<file path="src/rtl/cs_out_buffer.sv">
// Output FIFO for CS results: discards WARM warm-up samples, then buffers Y in a first-word fall-through FIFO.
// Optional macro CS_OUT_MAXTRACK_EN enables tracking of the largest accepted sample on max_y.
module cs_out_buffer #(
  parameter int DEPTH = 8,
  parameter int WARM  = 8
) (
  input  logic                     clk,
  input  logic                     reset,
  input  logic                     in_en,
  input  logic [9:0]               Y_in,
  input  logic                     out_ready,
  input  logic                     ovf_clr,
  output logic                     out_valid,
  output logic [9:0]               out_data,
  output logic [$clog2(DEPTH):0]   count,
  output logic                     full,
  output logic                     warm,
  output logic                     ovf,
  output logic [9:0]               max_y
);

  localparam int DATA_W = 10;
  localparam int PW     = $clog2(DEPTH);
  localparam int CW     = PW + 1;
  localparam int WW     = ($clog2(WARM + 1) < 1) ? 1 : $clog2(WARM + 1);

  logic [DATA_W-1:0] mem [DEPTH];
  logic [PW-1:0]     rd_ptr;
  logic [PW-1:0]     wr_ptr;
  logic [WW-1:0]     warm_cnt;
  logic              push;
  logic              pop;
  logic              accept;
  logic              drop;

  assign push      = in_en & warm;
  assign pop       = out_valid & out_ready;
  // A push into a full buffer is only taken when the head leaves on the same edge.
  assign accept    = push & (~full | pop);
  assign drop      = push & full & ~pop;
  assign out_valid = (count != '0);
  assign full      = (count == CW'(DEPTH));
  assign out_data  = mem[rd_ptr];

  always_ff @(posedge clk or negedge reset) begin
    if (!reset) begin
      rd_ptr   <= '0;
      wr_ptr   <= '0;
      count    <= '0;
      warm     <= 1'b0;
      warm_cnt <= '0;
      ovf      <= 1'b0;
    end else begin
      if (in_en && !warm) begin
        if (warm_cnt == WW'(WARM - 1)) warm <= 1'b1;
        warm_cnt <= warm_cnt + 1'b1;
      end
      if (accept) wr_ptr <= wr_ptr + 1'b1;
      if (pop)    rd_ptr <= rd_ptr + 1'b1;
      case ({accept, pop})
        2'b10:   count <= count + 1'b1;
        2'b01:   count <= count - 1'b1;
        default: count <= count;
      endcase
      if (drop)         ovf <= 1'b1;
      else if (ovf_clr) ovf <= 1'b0;
    end
  end

  // Storage is data only: left unreset, content is don't-care while empty.
  always_ff @(posedge clk) begin
    if (accept) mem[wr_ptr] <= Y_in;
  end

`ifdef CS_OUT_MAXTRACK_EN
  always_ff @(posedge clk or negedge reset) begin
    if (!reset)                        max_y <= '0;
    else if (accept && (Y_in > max_y)) max_y <= Y_in;
  end
`else
  assign max_y = '0;
`endif

endmodule

</file>
<file path="config.mk">
export PLATFORM = sky130hd
export DESIGN_NAME = cs_out_buffer
export DESIGN_NICKNAME = d
export VERILOG_FILES = /design/src/rtl/cs_out_buffer.sv
export SDC_FILE = /design/constraint.sdc
export NUM_CORES = 1
export LEC_CHECK = 0
export BUFFER_PORTS_ARGS = -buffer_cell sky130_fd_sc_hd__buf_4
export CAP_MARGIN = 20
export CORE_MARGIN = 8
export CORE_UTILIZATION = 53
export DETAILED_ROUTE_END_ITERATION = 12
export HOLD_SLACK_MARGIN = 0.05
export PLACE_DENSITY = 0.79
export SETUP_SLACK_MARGIN = 0.05
export SLEW_MARGIN = 20
export SYNTH_ARGS = -nofsm -noshare
export SYNTH_HDL_FRONTEND = slang
export SYNTH_SLANG_ARGS = --single-unit
export TNS_END_PERCENT = 20
</file>
<file path="constraint.sdc">
create_clock -name clk -period 2.97 [get_ports clk]
set_input_delay 0.297 -clock clk [delete_from_list [all_inputs] [get_ports clk]]
set_output_delay 0.297 -clock clk [all_outputs]
set_load 0.1 [all_outputs]
</file>
# Word level (Yosys, flattened, before mapping)
# Memory sizes are Yosys's and may differ from the RTL's.
# Cells that the tools add are included.
# word_totals
out_inout_bits,28
ramBits,80
mem_count,1
elab_cells,35
reg_bits,16
inputBits,15
# memory_table
name,depth,word_bits,rd,rd_clocked_by_memory_dff,write_ports,line,source
mem,8,10,1,0,1,27,logic [DATA_W-1:0] mem [DEPTH];
# op_classes
n_addsub,5
muxes,5
n_eq_ne,4
n_bitwise,8
reduce_logical,6
# ops
operator,n
$add A4 B1 Y4 const B,2
$pmux W4 S2,1
$add A3 B1 Y3 const B,2
$and A1 B1 Y1,5
$eq A4 B3 Y1 const B,1
$eq A4 B4 Y1 const B,1
$mux W1,4
$reduce_bool A2 Y1,2
$reduce_bool A4 Y1,1
$sub A4 B1 Y4 const B,1
$eq A2 B1 Y1 const B,1
$eq A2 B2 Y1 const B,1
$not A1 Y1,2
$reduce_and A2 Y1,1
$logic_and A1 B1 Y1,1
$logic_not A1 Y1,1
$or A1 B1 Y1,1

# Depth between registers and ports, before layout
# logic_depth
word_depth,6
mapped_depth,8
depth_no_buf,7

# Worst setup path after synthesis
# No wires, ideal clock.
# synth_path
path_type,register to register
start,reg count[1]
end,mem mem[0][0] (enable)
stages_incl_launch_ff,6
t_arrival_ps,2559
required_time_ps,2580
setup_slack_ps,21
setup_ps,390
period_less_slack_ps,2949
n_path_buf,1
path_cell_list,dfrtp_1 buf_2 nor3_4 a31oi_2 nand2b_1 nor3_1
# synth_between
elab_chain_len,6
word_cells_on_any_way,8
cone_classes,1 x eq/ne; 2 x mux; 4 x bitwise; 1 x reduce/logical
# synth_lines
element,line,source
"start, declared",15,"output logic [$clog2(DEPTH):0] count,"
"start signal, assigned",61,2'b10: count <= count + 1'b1;
"start signal, assigned",62,2'b01: count <= count - 1'b1;
"start signal, assigned",63,default: count <= count;
$reduce_bool A4 Y1 or $eq A4 B4 Y1 (tied branches),"41, 42",
$and A1 B1 Y1 or $not A1 Y1 (tied branches),"37, 39",
$or A1 B1 Y1 (*),39,assign accept = push & (~full | pop);
$and A1 B1 Y1 (*),39,
$mux W1 (*),72,if (accept) mem[wr_ptr] <= Y_in;
$mux W1 (not written as such) (*),72,
"end, declared",27,
# Every way passes the cells marked *; elsewhere a longest branch is shown, timed or not.

# Worst setup path after layout
# layout_path
start,reg rd_ptr[0]
end,out out_data[7]
# layout_between
elab_chain_len,1
# layout_lines
element,line,source
"start, declared",28,logic [PW-1:0] rd_ptr;
"start signal, assigned",59,if (pop) rd_ptr <= rd_ptr + 1'b1;
$mem_v2 Z8 W10,n/a,
"end, declared",14,"output logic [9:0] out_data,"
# No other way between the ends.

==> results.ini <==
[logic_synthesis]
mappedNetlistArea_um2 = 3960
yosys-top-cells-area = edfxtp_1 61%, mux4_2 11%, dfrtp_1 10%
synth_area_leader_cell = edfxtp_1
synthDistinctLibCells = 32
syn_inst = 209
synth.yosys.warnings = 0
avgSynthCellArea_um2 = 18.9
yosys.area.top_type_share = 0.607
ys_seq_area_frac = 0.708
ys_ff_latch = 96

[timing]
setup_tns_ps = 0
post-route-min-period_ps = 2400
finalSetupViolCount = 0
finalHoldViolCount = 0
rsz0062_at_grt = no
skew_ps = 12.9
max_freq_ghz = 0.417
slew_headroom = 0.599
period_share = 0.808
tightest_slew_ps = 602
drv_slew = 0

[routing]
vias = 1901
wl_per_cell_um = 18.6
drc = 0
vias_per_cell = 5.27
firstDrtPassIters = 4
drt_iter0_markers = 81
wirelength_um = 6730
antenna_left = 0

[cells_and_area]
nNetsFinal = 276
num_antenna_cells = 0
area_growth_pct = 15.0
layout-drive-gt1-share = 0.370

[clock_tree]
clockRootBuffer = clkbuf_8
clock_path_buffers = 2
htreeDepth = 3
cts_sinks = 96
cts_resized = 0
cts_buffers = 9
cts_tree = yes
clk_pin_slew_ps = 100
clock_latency_ps = 360

[setup_path]
reg2reg_to = count[1]
cp-end-kind = primary output
cp_max_fo = 15
path_cells = buf_4 > mux4_2 > mux2_2 > buf_4
rrSetupSlack_ps = 810
criticalPathCategory = flop to primary output
crit_cells = 4
cp_common_cell = buf_4
crit_buf_inv = 2
worst_ep_arrival_time_ps = 2100
r2r_cells = 7
rr_startpoint = count[1]
start_kind = flop
worstPathRequired_ps = 2670
crit_slowest_cell = mux4_2
max_stage_delay_ps = 560
cp_top_family = multiplexers

[job]
max-cap-violations = 0

[grt]
grt_max_degree = 23
grt_use_total = 0.134
gr-total-overflow = 0
antenna_found_initial = 0
grt_pass1_wl_um = 10000
grt_pass1_vias = 1903

[place]
finalWeightedCongestion = 0.741
portBuffers = 32
dp_hpwl_um = 4410

[floorplanning]
start_util = 0.546
core.rowCount = 31
die_x_um = 102
die-area_um2 = 10500
die_h_um = 102
core_area_um2 = 7250
io_pins = 43

[hold_path]
hold_path.class = input pin to flop
holdPathEnd = mem[1][1]
hp-start = Y_in[1]
min_delay_path_depth = 1

[run_status]
status = completed

worst max path at each step:
stage	from	end	slack (ps)
finish	rd_ptr[0]	out_data[7]	570
floorplan	count[1]	mem[0][0]	20
detailed placement	count[0]	count[2]	840
CTS	rd_ptr[0]	out_data[7]	530
global route	rd_ptr[0]	out_data[7]	490
global placement	count[1]	count[2]	910
stage by stage:
stage	worst slack (ps)	cell area (um2)	cells	util	hold slack [ps]
2_1_floorplan	21.1	3990	218	-	1.41
3_3_place_gp	913	4350	344	0.599	169
3_5_place_dp	838	4350	344	0.599	175
4_1_cts	528	4550	361	0.628	150
5_1_grt	487	4550	361	0.628	153
6_report	571	4550	361	0.628	163
final cells by class:
class / count / area [um2]
sequential: 96 / 2800
clock buffer: 9 / 124
clock inverter: 7 / 72.6
tap: 99 / 124
multi-input combinational: 102 / 1070
fill: 508 / 2700
inverter: 2 / 7.51
timing repair buffer: 46 / 348
registers in the layout (all words and copies together), names as in the netlist:
| register | cells |
|---|---|
| count | 4 |
| mem | 80 |
| ovf | 1 |
| rd_ptr | 3 |
| warm | 1 |
| warm_cnt | 4 |
| wr_ptr | 3 |
cells in the final DEF, fill, tap and decap left out, drive strengths merged, types with 2 or more instances in the layout:
master   n
clkbuf   9
xor2     5
nand4    2
dfrtp   16
mux2i    3
ha       4
buf     45
inv      6
and2     2
a21oi    2
nor2     9
clkinv   2
xnor2    5
nand2    7
nand2b   4
edfxtp  80
mux4    20
a41o     2
a31oi    2
conb    10
nor2b    2
mux2    13
nor3     3
metal layers:
layer  wire length, um  track usage
met5                 0            0
met1              3020        0.166
met4                91       0.0722
met2              3320        0.219
met3               297       0.0225
synthesized netlist by cell type:
master     number
a21oi_1         2
a2bb2oi_1       1
a31oi_1         1
a31oi_2         1
a41o_1          2
and2_1          2
and3_1          1
buf_2           3
buf_4          10
clkbuf_1        5
conb_1          1
dfrtp_1        16
edfxtp_1       80
ha_1            4
inv_1           2
mux2_2         13
mux2i_1         3
mux4_2         20
nand2_1         7
nand2b_1        4
nand4_1         2
nand4b_1        1
nor2_1          9
nor2b_1         2
nor3_1          2
nor3_4          1
nor4_1          1
o221ai_1        1
o41ai_4         1
or4_1           1
xnor2_1         5
xor2_1          5
logic make-up after synthesis:
kind of cell	synth area share
other	0.000947
xor gates and xnor gates	0.0221
DFF	0.708
muxes	0.158
buffers and inverters	0.0294
adders and majority gates	0.0126
AOI/OAI and AO/OA	0.0237
and+or+nand+nor	0.0449
timing repair:
| item | CTS | global route |
|---|---|---|
| buffers inserted | 0 | 0 |
| hold endpoints to repair | 16 | 0 |
| hold buffers | 1 | 0 |
Power is not shown: default switching activity piles up to over one toggle a cycle in this logic, so the estimate is an artifact.
